<file path="config.mk">
export PLATFORM = sky130hd
export DESIGN_NAME = multicycle_control_unit
export DESIGN_NICKNAME = d
export VERILOG_FILES = /design/src/rtl/multicycle_control_unit.sv
export SDC_FILE = /design/constraint.sdc
export NUM_CORES = 1
export LEC_CHECK = 0
export CORE_AREA = 2 2 92 94
export DETAILED_ROUTE_END_ITERATION = 10
export DIE_AREA = 0 0 94 96
export PLACE_DENSITY_LB_ADDON = 0.25
export SLEW_MARGIN = 0
export SYNTH_ARGS = -nofsm -noshare
export SYNTH_HDL_FRONTEND = slang
export SYNTH_SLANG_ARGS = --single-unit
export TNS_END_PERCENT = 100
</file>
<file path="constraint.sdc">
create_clock -name clk -period 2.85 [get_ports clk]
set_input_delay 0.57 -clock clk [delete_from_list [all_inputs] [get_ports clk]]
set_output_delay 0.57 -clock clk [all_outputs]
set_load 0.005 [all_outputs]
</file>
<file path="src/rtl/multicycle_control_unit.sv">
// Multicycle RISC-V style control FSM: fetch/decode/exec/mem/writeback sequencing,
// registered datapath controls, memory wait timeout and a saturating retire counter.
module multicycle_control_unit #(
   parameter int TIMEOUT_CYCLES = 255,
   parameter bit HALT_ON_SYSTEM = 1'b1,
   parameter int RET_W          = 32
) (
   input  logic             clk,
   input  logic             rst_n,
   input  logic [4:0]       Opcode,
   input  logic [2:0]       Funct3,
   input  logic             mem_ready,
   input  logic             branch_taken,
   output logic             mem_req,
   output logic             mem_we,
   output logic             addr_sel,
   output logic             ir_load,
   output logic             pc_write,
   output logic             RegWrite,
   output logic [1:0]       ALUOp,
   output logic             ALUSrc,
   output logic             AUIPC_Sel,
   output logic [1:0]       PC_Sel,
   output logic [1:0]       writeData_Sel,
   output logic [2:0]       state,
   output logic             halted,
   output logic             fault,
   output logic [RET_W-1:0] retired
);

   typedef enum logic [2:0] {
      S_FETCH  = 3'd0,
      S_DECODE = 3'd1,
      S_EXEC   = 3'd2,
      S_MEM    = 3'd3,
      S_WB     = 3'd4,
      S_HALT   = 3'd5,
      S_FAULT  = 3'd6
   } state_t;

   localparam logic [4:0] OP_LOAD    = 5'b00000;
   localparam logic [4:0] OP_ARITH_I = 5'b00100;
   localparam logic [4:0] OP_AUIPC   = 5'b00101;
   localparam logic [4:0] OP_STORE   = 5'b01000;
   localparam logic [4:0] OP_ARITH_R = 5'b01100;
   localparam logic [4:0] OP_LUI     = 5'b01101;
   localparam logic [4:0] OP_NOP     = 5'b10001;
   localparam logic [4:0] OP_BRANCH  = 5'b11000;
   localparam logic [4:0] OP_JALR    = 5'b11001;
   localparam logic [4:0] OP_JAL     = 5'b11011;
   localparam logic [4:0] OP_SYSTEM  = 5'b11100;

   localparam int WAIT_W  = $clog2(TIMEOUT_CYCLES + 2);
   localparam int TO_LAST = (TIMEOUT_CYCLES > 0) ? TIMEOUT_CYCLES - 1 : 0;
   localparam bit TO_EN   = (TIMEOUT_CYCLES > 0);

   state_t            state_q, state_d;
   logic [1:0]        alu_op_q, pc_sel_q, wd_sel_q;
   logic              alu_src_q, auipc_q;
   logic              op_load_q, op_store_q, op_branch_q, op_nop_q;
   logic [WAIT_W-1:0] wait_q;
   logic [RET_W-1:0]  retired_q;

   logic [1:0] d_alu_op, d_pc_sel, d_wd_sel;
   logic       d_alu_src, d_auipc, d_load, d_store, d_branch, d_nop;
   state_t     d_next;
   logic       timeout_hit, retire;
   logic       funct3_unused;

   // Funct3 is carried on the interface for future decode refinement only.
   assign funct3_unused = ^Funct3;

   always_comb begin
      d_alu_op  = 2'b00;
      d_pc_sel  = 2'b00;
      d_wd_sel  = 2'b00;
      d_alu_src = 1'b0;
      d_auipc   = 1'b0;
      d_load    = 1'b0;
      d_store   = 1'b0;
      d_branch  = 1'b0;
      d_nop     = 1'b0;
      d_next    = S_EXEC;
      case (Opcode)
         OP_BRANCH:  begin d_alu_op = 2'b01; d_pc_sel = 2'b01; d_branch = 1'b1; end
         OP_LOAD:    begin d_alu_src = 1'b1; d_wd_sel = 2'b01; d_load = 1'b1; end
         OP_STORE:   begin d_alu_src = 1'b1; d_store = 1'b1; end
         OP_JALR:    begin d_alu_src = 1'b1; d_wd_sel = 2'b10; d_pc_sel = 2'b10; end
         OP_JAL:     begin d_alu_src = 1'b1; d_wd_sel = 2'b10; d_pc_sel = 2'b01; end
         OP_ARITH_I: begin d_alu_op = 2'b10; d_alu_src = 1'b1; end
         OP_ARITH_R: begin d_alu_op = 2'b10; end
         OP_AUIPC:   begin d_alu_src = 1'b1; d_auipc = 1'b1; end
         OP_LUI:     begin d_alu_op = 2'b11; d_alu_src = 1'b1; end
         OP_NOP:     begin d_nop = 1'b1; d_next = S_WB; end
         OP_SYSTEM: begin
            if (HALT_ON_SYSTEM) begin
               d_next = S_HALT;
            end else begin
               d_nop  = 1'b1;
               d_next = S_WB;
            end
         end
         default:    d_next = S_FAULT;
      endcase
   end

   // A mem_ready in the final allowed cycle takes priority over the timeout.
   assign timeout_hit = TO_EN && !mem_ready && (wait_q == WAIT_W'(TO_LAST));

   always_comb begin
      state_d = state_q;
      case (state_q)
         S_FETCH:  if (mem_ready) state_d = S_DECODE;
                   else if (timeout_hit) state_d = S_FAULT;
         S_DECODE: state_d = d_next;
         S_EXEC:   if (op_load_q || op_store_q) state_d = S_MEM;
                   else if (op_branch_q) state_d = S_FETCH;
                   else state_d = S_WB;
         S_MEM:    if (mem_ready) state_d = op_load_q ? S_WB : S_FETCH;
                   else if (timeout_hit) state_d = S_FAULT;
         S_WB:     state_d = S_FETCH;
         default:  state_d = state_q;
      endcase
   end

   assign retire = (state_q == S_WB)
                || (state_q == S_EXEC && op_branch_q)
                || (state_q == S_MEM && op_store_q && mem_ready);

   always_ff @(posedge clk or negedge rst_n) begin
      if (!rst_n) begin
         state_q     <= S_FETCH;
         alu_op_q    <= 2'b00;
         pc_sel_q    <= 2'b00;
         wd_sel_q    <= 2'b00;
         alu_src_q   <= 1'b0;
         auipc_q     <= 1'b0;
         op_load_q   <= 1'b0;
         op_store_q  <= 1'b0;
         op_branch_q <= 1'b0;
         op_nop_q    <= 1'b0;
         wait_q      <= '0;
         retired_q   <= '0;
      end else begin
         state_q <= state_d;
         if (state_q == S_DECODE) begin
            alu_op_q    <= d_alu_op;
            pc_sel_q    <= d_pc_sel;
            wd_sel_q    <= d_wd_sel;
            alu_src_q   <= d_alu_src;
            auipc_q     <= d_auipc;
            op_load_q   <= d_load;
            op_store_q  <= d_store;
            op_branch_q <= d_branch;
            op_nop_q    <= d_nop;
         end
         if (state_d != state_q) begin
            wait_q <= '0;
         end else if ((state_q == S_FETCH || state_q == S_MEM) && !mem_ready && wait_q != '1) begin
            wait_q <= wait_q + WAIT_W'(1);
         end
         if (retire && retired_q != '1) begin
            retired_q <= retired_q + RET_W'(1);
         end
      end
   end

   // Strobes are forced low while reset is asserted, not just after the next edge.
   always_comb begin
      mem_req  = 1'b0;
      mem_we   = 1'b0;
      addr_sel = 1'b0;
      ir_load  = 1'b0;
      pc_write = 1'b0;
      RegWrite = 1'b0;
      if (rst_n) begin
         case (state_q)
            S_FETCH: begin
               mem_req = 1'b1;
               ir_load = mem_ready;
            end
            S_EXEC:  pc_write = op_branch_q;
            S_MEM: begin
               mem_req  = 1'b1;
               addr_sel = 1'b1;
               mem_we   = op_store_q;
               pc_write = op_store_q && mem_ready;
            end
            S_WB: begin
               pc_write = 1'b1;
               RegWrite = !op_nop_q;
            end
            default: ;
         endcase
      end
   end

   assign PC_Sel        = (state_q == S_EXEC && op_branch_q) ? (branch_taken ? 2'b01 : 2'b00)
                                                             : pc_sel_q;
   assign ALUOp         = alu_op_q;
   assign ALUSrc        = alu_src_q;
   assign AUIPC_Sel     = auipc_q;
   assign writeData_Sel = wd_sel_q;
   assign state         = state_q;
   assign halted        = (state_q == S_HALT);
   assign fault         = (state_q == S_FAULT);
   assign retired       = retired_q;

endmodule

</file>
Word-level counts from Yosys, hierarchy flattened

Index checks and enable logic that the tools add are counted.

Output and inout bits: 51
Bits of input ports: 12
Memory bits (writable): 0
Memories kept: 0
Latch bits: 0
Flip-flop bits (word level): 56
Memory bits (read-only): 0

Order comparisons: 0
Multipliers: 0
Reductions and logical operators: 23
Shifts and indexed selects: 0
Multiplexer cells: 33
Eq/ne operators: 20
Add/subtract/negate cells: 2
Divide/modulo/power cells: 0
Bitwise gates (word level): 0

Operators by type and width:

| cell                                                | number |
|---|---|
| adder 32 x 1 -> 32 bit, second input constant       | 1 |
| inequality test 32 bit, second input constant       | 1 |
| equality test 5 bit, second input constant          | 5 |
| 2-to-1 mux 1 bit                                    | 18 |
| 2-to-1 mux 3 bit                                    | 6 |
| 2-to-1 mux 9 bit                                    | 2 |
| equality test 5 x 4 -> 1 bit, second input constant | 3 |
| one-hot mux 3 bit (5 select lines)                  | 1 |
| equality test 5 x 3 -> 1 bit, second input constant | 2 |
| adder 9 x 1 -> 9 bit, second input constant         | 1 |
| equality test 3 bit, second input constant          | 3 |
| equality test 9 x 8 -> 1 bit, second input constant | 1 |
| inequality test 9 bit, second input constant        | 1 |
| one-hot mux 3 bit (3 select lines)                  | 1 |
| OR reduction 9 bit                                  | 1 |
| logical AND 1 bit                                   | 8 |
| one-hot mux 2 bit (2 select lines)                  | 2 |
| OR reduction 2 bit                                  | 4 |
| OR reduction 7 bit                                  | 1 |
| equality test 3 x 2 -> 1 bit, second input constant | 2 |
| one-hot mux 2 bit (3 select lines)                  | 1 |
| logical NOT 5 bit                                   | 1 |
| logical OR 1 bit                                    | 4 |
| equality test 3 x 1 -> 1 bit, second input constant | 1 |
| other kinds (6)                                     | 7 |

Depth between registers and ports, before layout

Gate-level depths: netlist of run 1.

Depth after elaboration: 7
Mapped depth: 8
Mapped depth without buffers: 8

Worst setup path after synthesis of run 1

No wires, ideal clock.

Kind: register to register
Start: register wait_q[3]
End: register wait_q[6]
Buffers on the path: 0
Period minus slack after synthesis: 2162 ps
Stages on the path, launching flop included: 9
Arrival time: 2079 ps
Data required time: 2767 ps
Library setup time: 83 ps
Slack: 688 ps
Cell sequence: dfrtp_1 and3_1 and3_1 and3_1 ha_1 a2111oi_4 nand2_2 or3_1 a21oi_1

Cells in the longest elaborated chain, start to end: 7
Elaborated cells on any way between the ends: 13
Those cells by class: add/sub (1); eq/ne (3); mux (6); reduce/logical (3)

RTL lines:

| item                                                          | line     | text |
|---|---|---|
| from (decl)                                                   | 61       | `logic [WAIT_W-1:0] wait_q;` |
| from (signal assigned)                                        | 160      | `wait_q <= wait_q + WAIT_W'(1);` |
| equality test 9 x 8 -> 1 bit                                  | 108      | `assign timeout_hit = TO_EN && !mem_ready && (wait_q == WAIT_W'(TO_LAST));` |
| logical AND 1 bit                                             | 108      |  |
| 2-to-1 mux 3 bit                                              | 114, 120 |  |
| 2-to-1 mux 3 bit (on tied branches)                           | 119, 113 |  |
| one-hot mux 3 bit (5 select lines)                            | 112      | `case (state_q)` |
| inequality test 3 bit                                         | 157      | `if (state_d != state_q) begin` |
| 2-to-1 mux 9 bit / nonzero test 2 bit (equally long branches) | --       |  |

Several ways; a longest one is shown, not always the timed one. The select of a mux whose other input is x is not followed.
A chain may end at the register's enable or synchronous reset.

Worst setup path in the final report of run 1

Start: input mem_ready
End: output pc_write

Cells in the longest elaborated chain, start to end: 3

RTL lines:

| item                               | line | text |
|---|---|---|
| from (decl)                        | 12   | `input logic mem_ready,` |
| logical AND 1 bit                  | 187  | `pc_write = op_store_q && mem_ready;` |
| one-hot mux 1 bit (3 select lines) | 177  | `case (state_q)` |
| 2-to-1 mux 1 bit                   | 176  | `if (rst_n) begin` |
| to (decl)                          | 18   | `output logic pc_write,` |

No other way between the ends.

==> results_tabular.tex, run 1 <==
\begin{tabular}{lr}
\hline
Metric & Value \\
\hline
\multicolumn{2}{l}{\textbf{Clocking}} \\
\quad Clk buf depth & 2 \\
\quad Number of buffers created by CTS & 5 \\
\quad Clk sinks & 56 \\
\quad Clock tree from TritonCTS & built \\
\quad Clock root cell & sky130\_fd\_sc\_hd\_\_clkbuf\_8 \\
\quad Clock latency reported for the late side of the worst-skew pair & 0.30 ns \\
\quad Setup Buffers After CTS & 0 \\
\quad Clock slew at reported path FFs & 0.09 ns \\
\quad Number of H-tree levels & 2 \\
\multicolumn{2}{l}{\textbf{Die}} \\
\quad Initial core utilization & 0.385 \\
\quad Width of the die & 94 microns \\
\quad Io pins & 63 \\
\quad Die boundary height & 96 microns \\
\quad Core box area & 8050 sq um \\
\quad Number of cell rows & 33 \\
\quad Total die area & 9020 sq um \\
\multicolumn{2}{l}{\textbf{Worst setup path}} \\
\quad Reg-to-reg endpoint & wait\_q[2]\$\_DFFE\_PN0P\_ \\
\quad Startpoint kind of the worst setup timing path & primary input \\
\quad Origin of the worst setup path & mem\_ready \\
\quad Crit end category & output pin \\
\quad FF-to-FF setup slack & 0.74 ns \\
\quad CP max FO & 3 \\
\quad Crit path required time & 2.28 ns \\
\quad Capturing element of the worst setup path & pc\_write \\
\quad Arr. time, crit path & 2.11 ns \\
\quad RR Startpoint & state[1]\$\_DFF\_PN0\_ \\
\quad Crit path kind & in2out \\
\quad Worst reg-to-reg path cell count & 7 \\
\multicolumn{2}{l}{\textbf{Routing}} \\
\quad DRC violations left & 0 \\
\quad Number of violations reported at the end of detailed-routing iteration 0 & 80 \\
\quad Total via count after detailed routing & 2608 \\
\quad Number of optimization iterations in the first detailed-route pass & 4 \\
\quad Detailed-route wire length per cell & 14.1 microns \\
\quad Remaining antenna violation count after routing & 0 \\
\quad Ratio of routed vias to standard cells & 5.30 \\
\quad Total detailed-routing wirelength & 6.91 mm \\
\multicolumn{2}{l}{\textbf{Yosys}} \\
\quad Post-Synthesis Cell Area & 3100 sq um \\
\quad Number of synthesized flops with an enable pin & 0 \\
\quad Register bit total from synthesis & 56 \\
\quad Cells after synthesis & 317 \\
\quad Sequential fraction of the synthesis area & 0.452 \\
\quad Async set-reset flop share out of synthesis & 1.00 \\
\quad Most used flip-flop cell after synthesis & sky130\_fd\_sc\_hd\_\_dfrtp\_1 \\
\quad Mean cell area of the mapped netlist & 9.78 sq um \\
\quad Number of nets in the synthesized netlist & 333 \\
\quad Cell variety after synth & 55 \\
\quad Synth warnings & 0 \\
\multicolumn{2}{l}{\textbf{Global route}} \\
\quad Global-route met3 utilization & 0.0258 \\
\quad Number of antenna violations at the first check in global routing & 0 \\
\quad Met2 track utilization from global routing & 0.267 \\
\quad Largest net degree at the start of global routing & 37 \\
\quad Routing usage on met1 & 0.230 \\
\quad Global-route wire length before repair & 11.9 mm \\
\quad Overflow left after global routing & 0 \\
\quad GRT Resource Usage Total & 0.164 \\
\quad Vias in the first global route & 2476 \\
\quad Global route hottest layer & met2 \\
\multicolumn{2}{l}{\textbf{Power and ir drop}} \\
\quad Leakage power of the design & 1.65 nW \\
\quad Total power per unit cell area & 666 nW/um\^{}2 \\
\quad Max IR drop VDD & 0.346 mV \\
\multicolumn{2}{l}{\textbf{Layout}} \\
\quad Area of the multi-input gates & 1610 sq um \\
\quad Fraction of final layout cells with drive strength greater than 1 & 0.109 \\
\quad Filler instances & 759 \\
\quad Most common library cell in the layout ignoring fill and taps & sky130\_fd\_sc\_hd\_\_clkdlybuf4s50\_1 \\
\quad Register area & 1400 sq um \\
\quad Final Net Count & 402 \\
\quad Area growth from synthesis to layout & 29.1\% \\
\quad Diodes inserted & 0 \\
\quad Most frequent cells in the layout & 58 x sky130\_fd\_sc\_hd\_\_clkdlybuf4s50\_1, 55 x sky130\_fd\_sc\_hd\_\_dfrtp\_1, 29 x sky130\_fd\_sc\_hd\_\_nor2\_1 \\
\quad Post-Route Utilization & 0.497 \\
\multicolumn{2}{l}{\textbf{Placement}} \\
\quad Detailed-placement wirelength estimate & 5.10 mm \\
\quad GPL Wtd Cong & 0.864 \\
\quad Port Buf Inserts & 59 \\
\multicolumn{2}{l}{\textbf{STA}} \\
\quad Part of the cycle the worst path needs & 0.939 \\
\quad Transition time at the pin with the least slew margin & 0.537 ns \\
\quad Worst slew margin & 0.640 \\
\quad Worst clock skew & 0.00500 ns \\
\quad Minimum clock period after layout & 2.68 ns \\
\quad Unrepaired setup endpoints after global routing & no \\
\quad Max Clock Freq & 374 MHz \\
\quad Hold Violations, Final & 0 \\
\quad Final total negative setup slack & 0 ns \\
\quad Final setup fails & 0 \\
\quad Max Slew Vio Count & 0 \\
\multicolumn{2}{l}{\textbf{Min path}} \\
\quad Hold crit path type & in2async \\
\multicolumn{2}{l}{\textbf{Job}} \\
\quad Max-cap violations & 0 \\
\multicolumn{2}{l}{\textbf{Outcome}} \\
\quad Outcome & complete, no violations \\
\hline
\end{tabular}
==> Yosys cell counts, types with 5 or more instances <==
cell	n	area [sq um]
sky130_fd_sc_hd__nor3_2	5	50.1
sky130_fd_sc_hd__nor2b_1	5	31.3
sky130_fd_sc_hd__dfrtp_1	56	1400
sky130_fd_sc_hd__nand3_1	15	75.1
sky130_fd_sc_hd__nor2_1	29	109
sky130_fd_sc_hd__and3_1	11	68.8
sky130_fd_sc_hd__nand4_1	24	150
sky130_fd_sc_hd__nand2_1	24	90.1
sky130_fd_sc_hd__clkbuf_1	5	18.8
sky130_fd_sc_hd__nor3_1	8	40.0
sky130_fd_sc_hd__o21ai_0	9	45.0
sky130_fd_sc_hd__xor2_1	12	105
sky130_fd_sc_hd__xnor2_1	26	228
sky130_fd_sc_hd__inv_1	7	26.3
sky130_fd_sc_hd__buf_2	5	25.0
==> critical path: stages <==
cell and delay [ns]:
sky130_fd_sc_hd__clkdlybuf4s50_1 0.47, sky130_fd_sc_hd__and4b_1 0.23, sky130_fd_sc_hd__a211oi_1 0.29, sky130_fd_sc_hd__nor2_1 0.10
sky130_fd_sc_hd__clkdlybuf4s50_1 0.45
==> kinds of logic after synthesis <==
kind of cell / after synthesis / share of synthesized area
multiplexers: 6 / 0.0206
flip-flops: 56 / 0.452
XOR/XNOR: 38 / 0.107
adder cells (fa/ha/maj): 4 / 0.0161
AO/OA/AOI/OAI: 39 / 0.0980
AND/OR/NAND/NOR: 154 / 0.278
buffers and inverters: 20 / 0.0286
==> sequential cells by signal (all words and copies together), names as in the netlist, 2 cells and up <==
register,count
wait_q,9
writeData_Sel,2
pc_sel_q,2
ALUOp,2
state,3
retired,32
==> worst min path at each step <==
stage,start,endpoint,slack [ns],cells after the start
final,rst_n,wait_q[7]$_DFFE_PN0P_,0.11,1
after global routing,rst_n,wait_q[7]$_DFFE_PN0P_,0.10,1
after CTS,rst_n,wait_q[7]$_DFFE_PN0P_,0.1,1
after detailed placement,rst_n,wait_q[7]$_DFFE_PN0P_,0.44,1
after global placement,rst_n,wait_q[8]$_DFFE_PN0P_,0.43,1
after floorplan,rst_n,ALUOp[0]$_DFFE_PN0P_,0.27,0
==> stage by stage <==
stage	hold WS, ns	total power, W	cell area, sq um	instances	setup slack [ns]
after CTS	0.0994	0.00269	4000	492	0.103
after global routing	0.105	0.00286	4000	492	0.0956
final	0.107	0.00267	4000	492	0.174
after global placement	0.434	0.00211	3870	484	0.143
after floorplan	0.274	0.00166	3100	317	0.688
after detailed placement	0.438	0.00212	3870	484	0.142
==> per-layer routing <==
metal	share of wire	vias to the layer above
met5	0	-
met4	0.011	0
met3	0.045	7
met2	0.47	75
met1	0.48	1231
li1	-	1295
==> final cells by class <==
class / count / share of cell area
Multi-Input combinational cell: 241 / 0.403
Sequential cell: 56 / 0.350
Clock inverter: 1 / 0.00750
Tap cell: 105 / 0.0328
Timing Repair Buffer: 74 / 0.174
Inverter: 8 / 0.00844
Clock buffer: 7 / 0.0241
==> timing repair <==
| item | in CTS | in global routing |
|---|---|---|
| endpoints found under the hold margin | 0 | 0 |
| resized for setup | 0 | 2 |
| setup endpoints to repair | 0 | 1 |
| hold buffers | 0 | 0 |
==> power by group <==
group / total [W] / internal (W) / switching [W]
clock: 0.000557 / 0.000310 / 0.000247
combinational: 0.00102 / 0.000550 / 0.000470
sequential: 0.00109 / 0.000925 / 0.000166
total: 0.00267 / 0.00179 / 0.000883
No activity file was read; power rests on OpenSTA's default activity.
==> inputs of run 2 (changes only) <==
--- a/config.mk
+++ b/config.mk
@@ -5,9 +5,9 @@
 export SDC_FILE = /design/constraint.sdc
 export NUM_CORES = 1
 export LEC_CHECK = 0
-export CORE_AREA = 2 2 92 94
+export CORE_AREA = 2 2 70 122
 export DETAILED_ROUTE_END_ITERATION = 10
-export DIE_AREA = 0 0 94 96
+export DIE_AREA = 0 0 72 124
 export PLACE_DENSITY_LB_ADDON = 0.25
 export SLEW_MARGIN = 0
 export SYNTH_ARGS = -nofsm -noshare
==> run 2 against run 1 <==
Net effect: sequential cell count unchanged; critical path depth did not move; global-route usage increased by 2.1 points; cell count shrank 3.3%; utilization increased by 0.90 points; non-clock buffer count shrank 1; design area unchanged; wire length increased by 12%; worst setup slack gained 0.0050 ns; maximum frequency grew 0.19%; sequential power about the same; largest cell class unchanged.
==> results_tabular.tex, run 2 (same netlist as run 1, synthesis figures left out) <==
\begin{tabular}{lr}
\hline
Metric & Value \\
\hline
\multicolumn{2}{l}{\textbf{Global route}} \\
\quad Vias in the first global route & 2685 (+8.4\%) \\
\quad Largest net degree at the start of global routing & 52 (+41\%) \\
\quad Number of antenna violations at the first check in global routing & 0 (unchanged) \\
\quad Global route hottest layer & met2 \\
\quad Met2 track utilization from global routing & 0.351 (+0.0840) \\
\quad Global-route wire length before repair & 12.9 mm (+8.2\%) \\
\quad GRT Resource Usage Total & 0.185 (+0.0212) \\
\quad Routing usage on met1 & 0.198 (-0.0325) \\
\quad Overflow left after global routing & 0 (unchanged) \\
\quad Global-route met3 utilization & 0.0267 (+0.000857) \\
\multicolumn{2}{l}{\textbf{Routing}} \\
\quad DRC violations left & 0 (unchanged) \\
\quad Total via count after detailed routing & 2676 (+2.6\%) \\
\quad Total detailed-routing wirelength & 7.74 mm (+12\%) \\
\quad Remaining antenna violation count after routing & 0 (unchanged) \\
\quad Ratio of routed vias to standard cells & 5.62 (+6.1\%) \\
\quad Number of violations reported at the end of detailed-routing iteration 0 & 165 (+110\%) \\
\quad Number of optimization iterations in the first detailed-route pass & 4 (unchanged) \\
\quad Detailed-route wire length per cell & 16.3 microns (+16\%) \\
\multicolumn{2}{l}{\textbf{Die}} \\
\quad Core box area & 7910 sq um (-1.8\%) \\
\quad Number of cell rows & 43 (+30\%) \\
\quad Width of the die & 72 microns (-23\%) \\
\quad Initial core utilization & 0.392 (+0.00695) \\
\quad Die boundary height & 124 microns (+29\%) \\
\quad Total die area & 8930 sq um (-1.1\%) \\
\quad Io pins & 63 (unchanged) \\
\multicolumn{2}{l}{\textbf{Worst setup path}} \\
\quad Crit end category & output pin \\
\quad Most frequent cell on the critical path & sky130\_fd\_sc\_hd\_\_clkdlybuf4s50\_1 \\
\quad Startpoint kind of the worst setup timing path & primary input \\
\quad Cells along the critical path & clkdlybuf4s50\_1 > and4b\_1 > a211oi\_2 > nor2\_1 > clkdlybuf4s50\_1 \\
\quad FF-to-FF setup slack & 0.67 ns (-0.07 ns) \\
\quad Arr. time, crit path & 2.10 ns (about the same) \\
\quad Crit path buffers/inverters & 2 (unchanged) \\
\quad Max stage delay cell, worst path & sky130\_fd\_sc\_hd\_\_clkdlybuf4s50\_1 \\
\quad Largest delay contributor family on the critical path & buffers and inverters \\
\quad CP max FO & 3 (unchanged) \\
\quad Crit path required time & 2.28 ns (about the same) \\
\quad Maximum single-stage delay on the critical path & 0.53 ns (+0.06 ns) \\
\quad Crit path kind & in2out \\
\multicolumn{2}{l}{\textbf{STA}} \\
\quad Max Clock Freq & 374 MHz (+0.19\%) \\
\quad Transition time at the pin with the least slew margin & 0.658 ns (+0.121 ns) \\
\quad Max Slew Vio Count & 0 (unchanged) \\
\quad Part of the cycle the worst path needs & 0.937 (-0.00174) \\
\quad Final total negative setup slack & 0 ns (unchanged) \\
\quad Final-layout worst hold slack & 0.117 ns (+0.0107 ns) \\
\quad Hold Violations, Final & 0 (unchanged) \\
\quad Unrepaired setup endpoints after global routing & no \\
\quad Worst slew margin & 0.562 (-0.0779) \\
\quad Final setup fails & 0 (unchanged) \\
\quad Worst clock skew & 0.00664 ns (+0.00164 ns) \\
\quad Minimum clock period after layout & 2.67 ns (-0.00495 ns) \\
\multicolumn{2}{l}{\textbf{Power and ir drop}} \\
\quad Total power per unit cell area & 688 nW/um\^{}2 (+3.2\%) \\
\quad Cell-internal power & 0.00181 W (+1.4\%) \\
\quad Net switching power & 0.000943 W (+6.8\%) \\
\quad Part of the total power dissipated in sequential elements & 0.395 (-0.014) \\
\quad Leakage power of the design & 1.66 nW (+0.64\%) \\
\quad Switching fraction of total power & 0.343 (+0.0117) \\
\quad Max IR drop VDD & 0.396 mV (+15\%) \\
\quad Gate power share & 0.370 (-0.012) \\
\quad Clock share of power & 0.235 (+0.026) \\
\multicolumn{2}{l}{\textbf{Clocking}} \\
\quad Clock tree from TritonCTS & built \\
\quad Clock slew at reported path FFs & 0.07 ns (-0.02 ns) \\
\quad Clk sinks & 56 (unchanged) \\
\quad Setup Buffers After CTS & 0 (unchanged) \\
\quad Clock root cell & sky130\_fd\_sc\_hd\_\_clkbuf\_16 \\
\quad Number of buffers created by CTS & 5 (unchanged) \\
\quad Clk buf depth & 2 (unchanged) \\
\quad Clock latency reported for the late side of the worst-skew pair & 0.30 ns (about the same) \\
\quad Number of H-tree levels & 2 (unchanged) \\
\multicolumn{2}{l}{\textbf{Job}} \\
\quad Max-cap violations & 0 (unchanged) \\
\multicolumn{2}{l}{\textbf{Layout}} \\
\quad Final Net Count & 401 (-0.25\%) \\
\quad Post-route cell area & 4000 sq um (unchanged) \\
\quad Number of flip-flops under the largest register name & 32 (unchanged) \\
\quad Diodes inserted & 0 (unchanged) \\
\quad Most common library cell in the layout ignoring fill and taps & sky130\_fd\_sc\_hd\_\_clkdlybuf4s50\_1 \\
\quad Fraction of final layout cells with drive strength greater than 1 & 0.104 (-0.00490) \\
\quad Most frequent cells in the layout & 58 x sky130\_fd\_sc\_hd\_\_clkdlybuf4s50\_1, 56 x sky130\_fd\_sc\_hd\_\_dfrtp\_1, 29 x sky130\_fd\_sc\_hd\_\_nor2\_1 \\
\quad Area growth from synthesis to layout & 29.1\% (unchanged) \\
\quad Filler-free cell count of the finished design & 476 (-3.3\%) \\
\multicolumn{2}{l}{\textbf{Min path}} \\
\quad Hold crit path type & in2async \\
\multicolumn{2}{l}{\textbf{Placement}} \\
\quad Port Buf Inserts & 59 (unchanged) \\
\quad Post-Place Cell Area & 3850 sq um (-0.68\%) \\
\quad GPL Wtd Cong & 0.876 (+1.3\%) \\
\quad Detailed-placement wirelength estimate & 5.76 mm (+13\%) \\
\quad Number of placed cells counting well taps & 468 (-3.3\%) \\
\multicolumn{2}{l}{\textbf{Outcome}} \\
\quad Outcome & complete, no violations \\
\hline
\end{tabular}
## run 2: layout make-up
class	count	area, sq um
Fill cell	721	3910
Clock inverter	2	13.8
Tap cell	90	113
Timing Repair Buffer	73	691
Inverter	8	30.0
Clock buffer	6	139
Sequential cell	56	1400
Multi-Input combinational cell	241	1620
## run 2: what timing repair did
action / CTS / global route
gates resized for setup: 0 / 1
hold buffers: 0 / 0
setup endpoints to repair: 0 / 1
## run 2: final timing paths
kind,to,startpoint,depth (start not counted)
max in group asynchronous,writeData_Sel[1]$_DFFE_PN0P_,rst_n,2
worst max register to register,wait_q[5]$_DFFE_PN0P_,wait_q[2]$_DFFE_PN0P_,9
worst max-delay path,pc_write,mem_ready,5
worst min-delay path,wait_q[0]$_DFFE_PN0P_,rst_n,1
min in group clk,writeData_Sel[0]$_DFFE_PN0P_,writeData_Sel[0]$_DFFE_PN0P_,2
worst min register to register,writeData_Sel[0]$_DFFE_PN0P_,writeData_Sel[0]$_DFFE_PN0P_,2
## run 2: layer usage
metal / share of wire / up-vias
met5: 0 / -
met4: 0.027 / 0
met3: 0.037 / 12
met2: 0.55 / 78
met1: 0.39 / 1296
li1: - / 1290
## run 2: worst reg2reg max path, cell delays in order (launching register included)
cell	delay (ns)
sky130_fd_sc_hd__dfrtp_1	0.44
sky130_fd_sc_hd__and3_1	0.18
sky130_fd_sc_hd__and3_1	0.20
sky130_fd_sc_hd__and3_1	0.20
sky130_fd_sc_hd__ha_1	0.22
sky130_fd_sc_hd__a2111oi_4	0.27
sky130_fd_sc_hd__buf_4	0.23
sky130_fd_sc_hd__nand4_1	0.13
sky130_fd_sc_hd__xor2_1	0.16
sky130_fd_sc_hd__nor2_1	0.09
## run 2: metrics by stage
| stage | worst slack (ns) | power, W | util |
|---|---|---|---|
| finish | 0.179 | 0.00275 | 0.506 |
| global route | 0.0548 | 0.00294 | 0.506 |
| CTS | 0.159 | 0.00277 | 0.506 |
| detailed placement | 0.163 | 0.00211 | 0.486 |
| global placement | 0.180 | 0.00211 | 0.486 |
| floorplan | 0.688 | 0.00166 | - |
## run 2: power groups by stage
stage | Clock, W | Sequential [W] | Combinational [W]
finish | 0.000648 | 0.00109 | 0.00102
global route | 0.000690 | 0.00112 | 0.00113
CTS | 0.000661 | 0.00109 | 0.00102
detailed placement | 0 | 0.00110 | 0.00101
global placement | 0 | 0.00110 | 0.00101
floorplan | 0 | 0.00106 | 0.000596
==> inputs of run 3 (changes only) <==
--- a/config.mk
+++ b/config.mk
@@ -8,6 +8,7 @@
 export CORE_AREA = 2 2 70 122
 export DETAILED_ROUTE_END_ITERATION = 10
 export DIE_AREA = 0 0 72 124
+export MAX_ROUTING_LAYER = met4
 export PLACE_DENSITY_LB_ADDON = 0.25
 export SLEW_MARGIN = 0
 export SYNTH_ARGS = -nofsm -noshare
==> run 3 against run 2 <==
Net effect: clock skew up 0.00078 ns; utilization down 0.25 points; clock power down 7.9%; sequential cell count unchanged; total power down 1.7%; largest power group unchanged; clock-buffer cell count down 1; critical endpoint unchanged; sequential share of layout area up 0.18 points; critical path type unchanged.
==> results_tabular.tex, run 3 (same netlist as run 1, synthesis figures left out) <==
\begin{tabular}{lr}
\hline
Metric & Value \\
\hline
\multicolumn{2}{l}{\textbf{Worst setup path}} \\
\quad Startpoint kind of the worst setup timing path & primary input \\
\quad Crit path kind & in2out \\
\quad Arr. time, crit path & 2.09 ns (about the same) \\
\quad Worst reg-to-reg path cell count & 9 (unchanged) \\
\quad Crit end category & output pin \\
\quad Crit path required time & 2.28 ns (about the same) \\
\quad CP max FO & 3 (unchanged) \\
\quad Origin of the worst setup path & mem\_ready \\
\quad FF-to-FF setup slack & 0.73 ns (+0.06 ns) \\
\quad Most frequent cell on the critical path & sky130\_fd\_sc\_hd\_\_clkdlybuf4s50\_1 \\
\quad Maximum single-stage delay on the critical path & 0.46 ns (-0.07 ns) \\
\quad Reg-to-reg endpoint & wait\_q[5]\$\_DFFE\_PN0P\_ \\
\quad Capturing element of the worst setup path & pc\_write \\
\quad RR Startpoint & wait\_q[3]\$\_DFFE\_PN0P\_ \\
\quad Max stage delay cell, worst path & sky130\_fd\_sc\_hd\_\_clkdlybuf4s50\_1 \\
\quad Cells along the critical path & clkdlybuf4s50\_1 > and4b\_1 > a211oi\_1 > nor2\_1 > clkdlybuf4s50\_1 \\
\multicolumn{2}{l}{\textbf{Clocking}} \\
\quad Clock tree from TritonCTS & built \\
\quad Clk buf depth & 2 (unchanged) \\
\quad Setup Buffers After CTS & 0 (unchanged) \\
\quad Clock root cell & sky130\_fd\_sc\_hd\_\_clkbuf\_16 \\
\quad Count of cells resized by post-cts repair & 0 (unchanged) \\
\quad Clk sinks & 56 (unchanged) \\
\quad Clock latency reported for the late side of the worst-skew pair & 0.29 ns (about the same) \\
\quad Clock slew at reported path FFs & 0.06 ns (about the same) \\
\quad Number of H-tree levels & 2 (unchanged) \\
\quad Cts-stage hold buffer count & 0 (unchanged) \\
\quad Number of buffers created by CTS & 5 (unchanged) \\
\multicolumn{2}{l}{\textbf{Routing}} \\
\quad Met3 routed WL & 258 microns (-9.8\%) \\
\quad DRC violations left & 0 (unchanged) \\
\quad Detailed-route wire length per cell & 16.1 microns (-0.67\%) \\
\quad Number of violations reported at the end of detailed-routing iteration 0 & 253 (+53\%) \\
\quad Highest signal layer in the routed design & met4 \\
\quad Total detailed-routing wirelength & 7.67 mm (-0.88\%) \\
\quad Number of optimization iterations in the first detailed-route pass & 4 (unchanged) \\
\quad Remaining antenna violation count after routing & 0 (unchanged) \\
\quad Ratio of routed vias to standard cells & 5.63 (+0.21\%) \\
\quad Total via count after detailed routing & 2676 (unchanged) \\
\quad Met1 WL & 2.94 mm (-1.5\%) \\
\quad Met2 Wirelength & 4.21 mm (-1.2\%) \\
\multicolumn{2}{l}{\textbf{Power and ir drop}} \\
\quad Total power per unit cell area & 679 nW/um\^{}2 (-1.2\%) \\
\quad Max IR drop VDD & 0.413 mV (+4.2\%) \\
\quad Overall power consumption & 0.00271 W (-1.7\%) \\
\quad Leakage power of the design & 1.65 nW (-0.75\%) \\
\multicolumn{2}{l}{\textbf{STA}} \\
\quad Final total negative setup slack & 0 ns (unchanged) \\
\quad Final setup fails & 0 (unchanged) \\
\quad Minimum clock period after layout & 2.66 ns (-0.00873 ns) \\
\quad Worst clock skew & 0.00742 ns (+0.000780 ns) \\
\quad Max Slew Vio Count & 0 (unchanged) \\
\quad Final setup slack of the worst path & 0.187 ns (+0.00873 ns) \\
\quad Unrepaired setup endpoints after global routing & no \\
\quad Hold Violations, Final & 0 (unchanged) \\
\quad Transition time at the pin with the least slew margin & 0.703 ns (+0.0456 ns) \\
\quad Worst slew margin & 0.531 (-0.0304) \\
\quad Max Clock Freq & 376 MHz (+0.33\%) \\
\quad Final-layout worst hold slack & 0.0881 ns (-0.0292 ns) \\
\quad Part of the cycle the worst path needs & 0.934 (-0.00306) \\
\multicolumn{2}{l}{\textbf{Placement}} \\
\quad GPL Wtd Cong & 0.878 (+0.27\%) \\
\quad Detailed-placement wirelength estimate & 5.76 mm (-0.13\%) \\
\quad Setup slack at placement & 0.164 ns (+0.00195 ns) \\
\quad Port Buf Inserts & 59 (unchanged) \\
\multicolumn{2}{l}{\textbf{Layout}} \\
\quad Diodes inserted & 0 (unchanged) \\
\quad Most frequent cells in the layout & 58 x sky130\_fd\_sc\_hd\_\_clkdlybuf4s50\_1, 56 x sky130\_fd\_sc\_hd\_\_dfrtp\_1, 29 x sky130\_fd\_sc\_hd\_\_nor2\_1 \\
\quad Filler instances & 744 (+3.2\%) \\
\quad Post-Route Utilization & 0.504 (-0.00253) \\
\quad Most common library cell in the layout ignoring fill and taps & sky130\_fd\_sc\_hd\_\_clkdlybuf4s50\_1 \\
\quad Area growth from synthesis to layout & 28.4\% \\
\quad Final Net Count & 401 (unchanged) \\
\quad Number of flip-flops under the largest register name & 32 (unchanged) \\
\quad Fraction of final layout cells with drive strength greater than 1 & 0.0987 (-0.00493) \\
\multicolumn{2}{l}{\textbf{Die}} \\
\quad Number of cell rows & 43 (unchanged) \\
\quad Width of the die & 72 microns (unchanged) \\
\quad Initial core utilization & 0.392 (unchanged) \\
\quad Io pins & 63 (unchanged) \\
\quad Total die area & 8930 sq um (unchanged) \\
\quad Die boundary height & 124 microns (unchanged) \\
\quad Core box area & 7910 sq um (unchanged) \\
\multicolumn{2}{l}{\textbf{Global route}} \\
\quad Vias in the first global route & 2629 (-2.1\%) \\
\quad Number of antenna violations at the first check in global routing & 0 (unchanged) \\
\quad GRT Resource Usage Total & 0.187 (+0.00199) \\
\quad Global-route wire length before repair & 12.7 mm (-1.2\%) \\
\quad Overflow left after global routing & 0 (unchanged) \\
\quad Largest net degree at the start of global routing & 56 (+7.7\%) \\
\multicolumn{2}{l}{\textbf{Outcome}} \\
\quad Outcome & complete, no violations \\
\multicolumn{2}{l}{\textbf{Job}} \\
\quad Max-cap violations & 0 (unchanged) \\
\multicolumn{2}{l}{\textbf{Min path}} \\
\quad Hold crit path type & in2async \\
\hline
\end{tabular}
==> run 3: final cells by class <==
cell class / instances / area, sq um / area share
multi-input combinational: 241 / 1610 / 0.405
sequential: 56 / 1400 / 0.352
clock buffer: 5 / 125 / 0.0314
clock inverter: 2 / 12.5 / 0.00314
inverter: 8 / 30.0 / 0.00754
timing repair buffer: 73 / 691 / 0.173
tap: 90 / 113 / 0.0283
==> run 3: metrics by stage <==
stage,std cells,instance area [sq um]
floorplan,317,3100
global placement,468,3850
detailed placement,468,3850
CTS,475,3980
global route,475,3980
finish,475,3980
==> run 3: metal layers <==
metal,GRT usage,vias to the layer above
met1,0.196,1290
met3,0.0251,17
met2,0.334,83
met5,-,-
met4,0.100,0
li1,-,1286
==> run 3: how the worst min path moves through the flow <==
| stage | startpoint | slack, ns | endpoint | cells after the start |
|---|---|---|---|---|
| floorplan | rst_n | 0.27 | ALUOp[0]$_DFFE_PN0P_ | 0 |
| global placement | rst_n | 0.40 | state[0]$_DFF_PN0_ | 1 |
| detailed placement | rst_n | 0.39 | state[0]$_DFF_PN0_ | 1 |
| CTS | rst_n | 0.08 | state[0]$_DFF_PN0_ | 1 |
| global route | rst_n | 0.09 | state[0]$_DFF_PN0_ | 1 |
| finish | rst_n | 0.09 | state[0]$_DFF_PN0_ | 1 |
==> run 3: power breakdown <==
part / switching, W / leakage [nW] / internal, W
combinational: 0.000487 / 0.824 / 0.000531
clock: 0.000277 / 0.0657 / 0.000320
sequential: 0.000166 / 0.760 / 0.000925
==> run 3: critical path, delay by kind of cell <==
family / cells / cell delay [ns]
buf+inv: 2 / 0.91
compound gates: 1 / 0.28
simple gates: 2 / 0.34
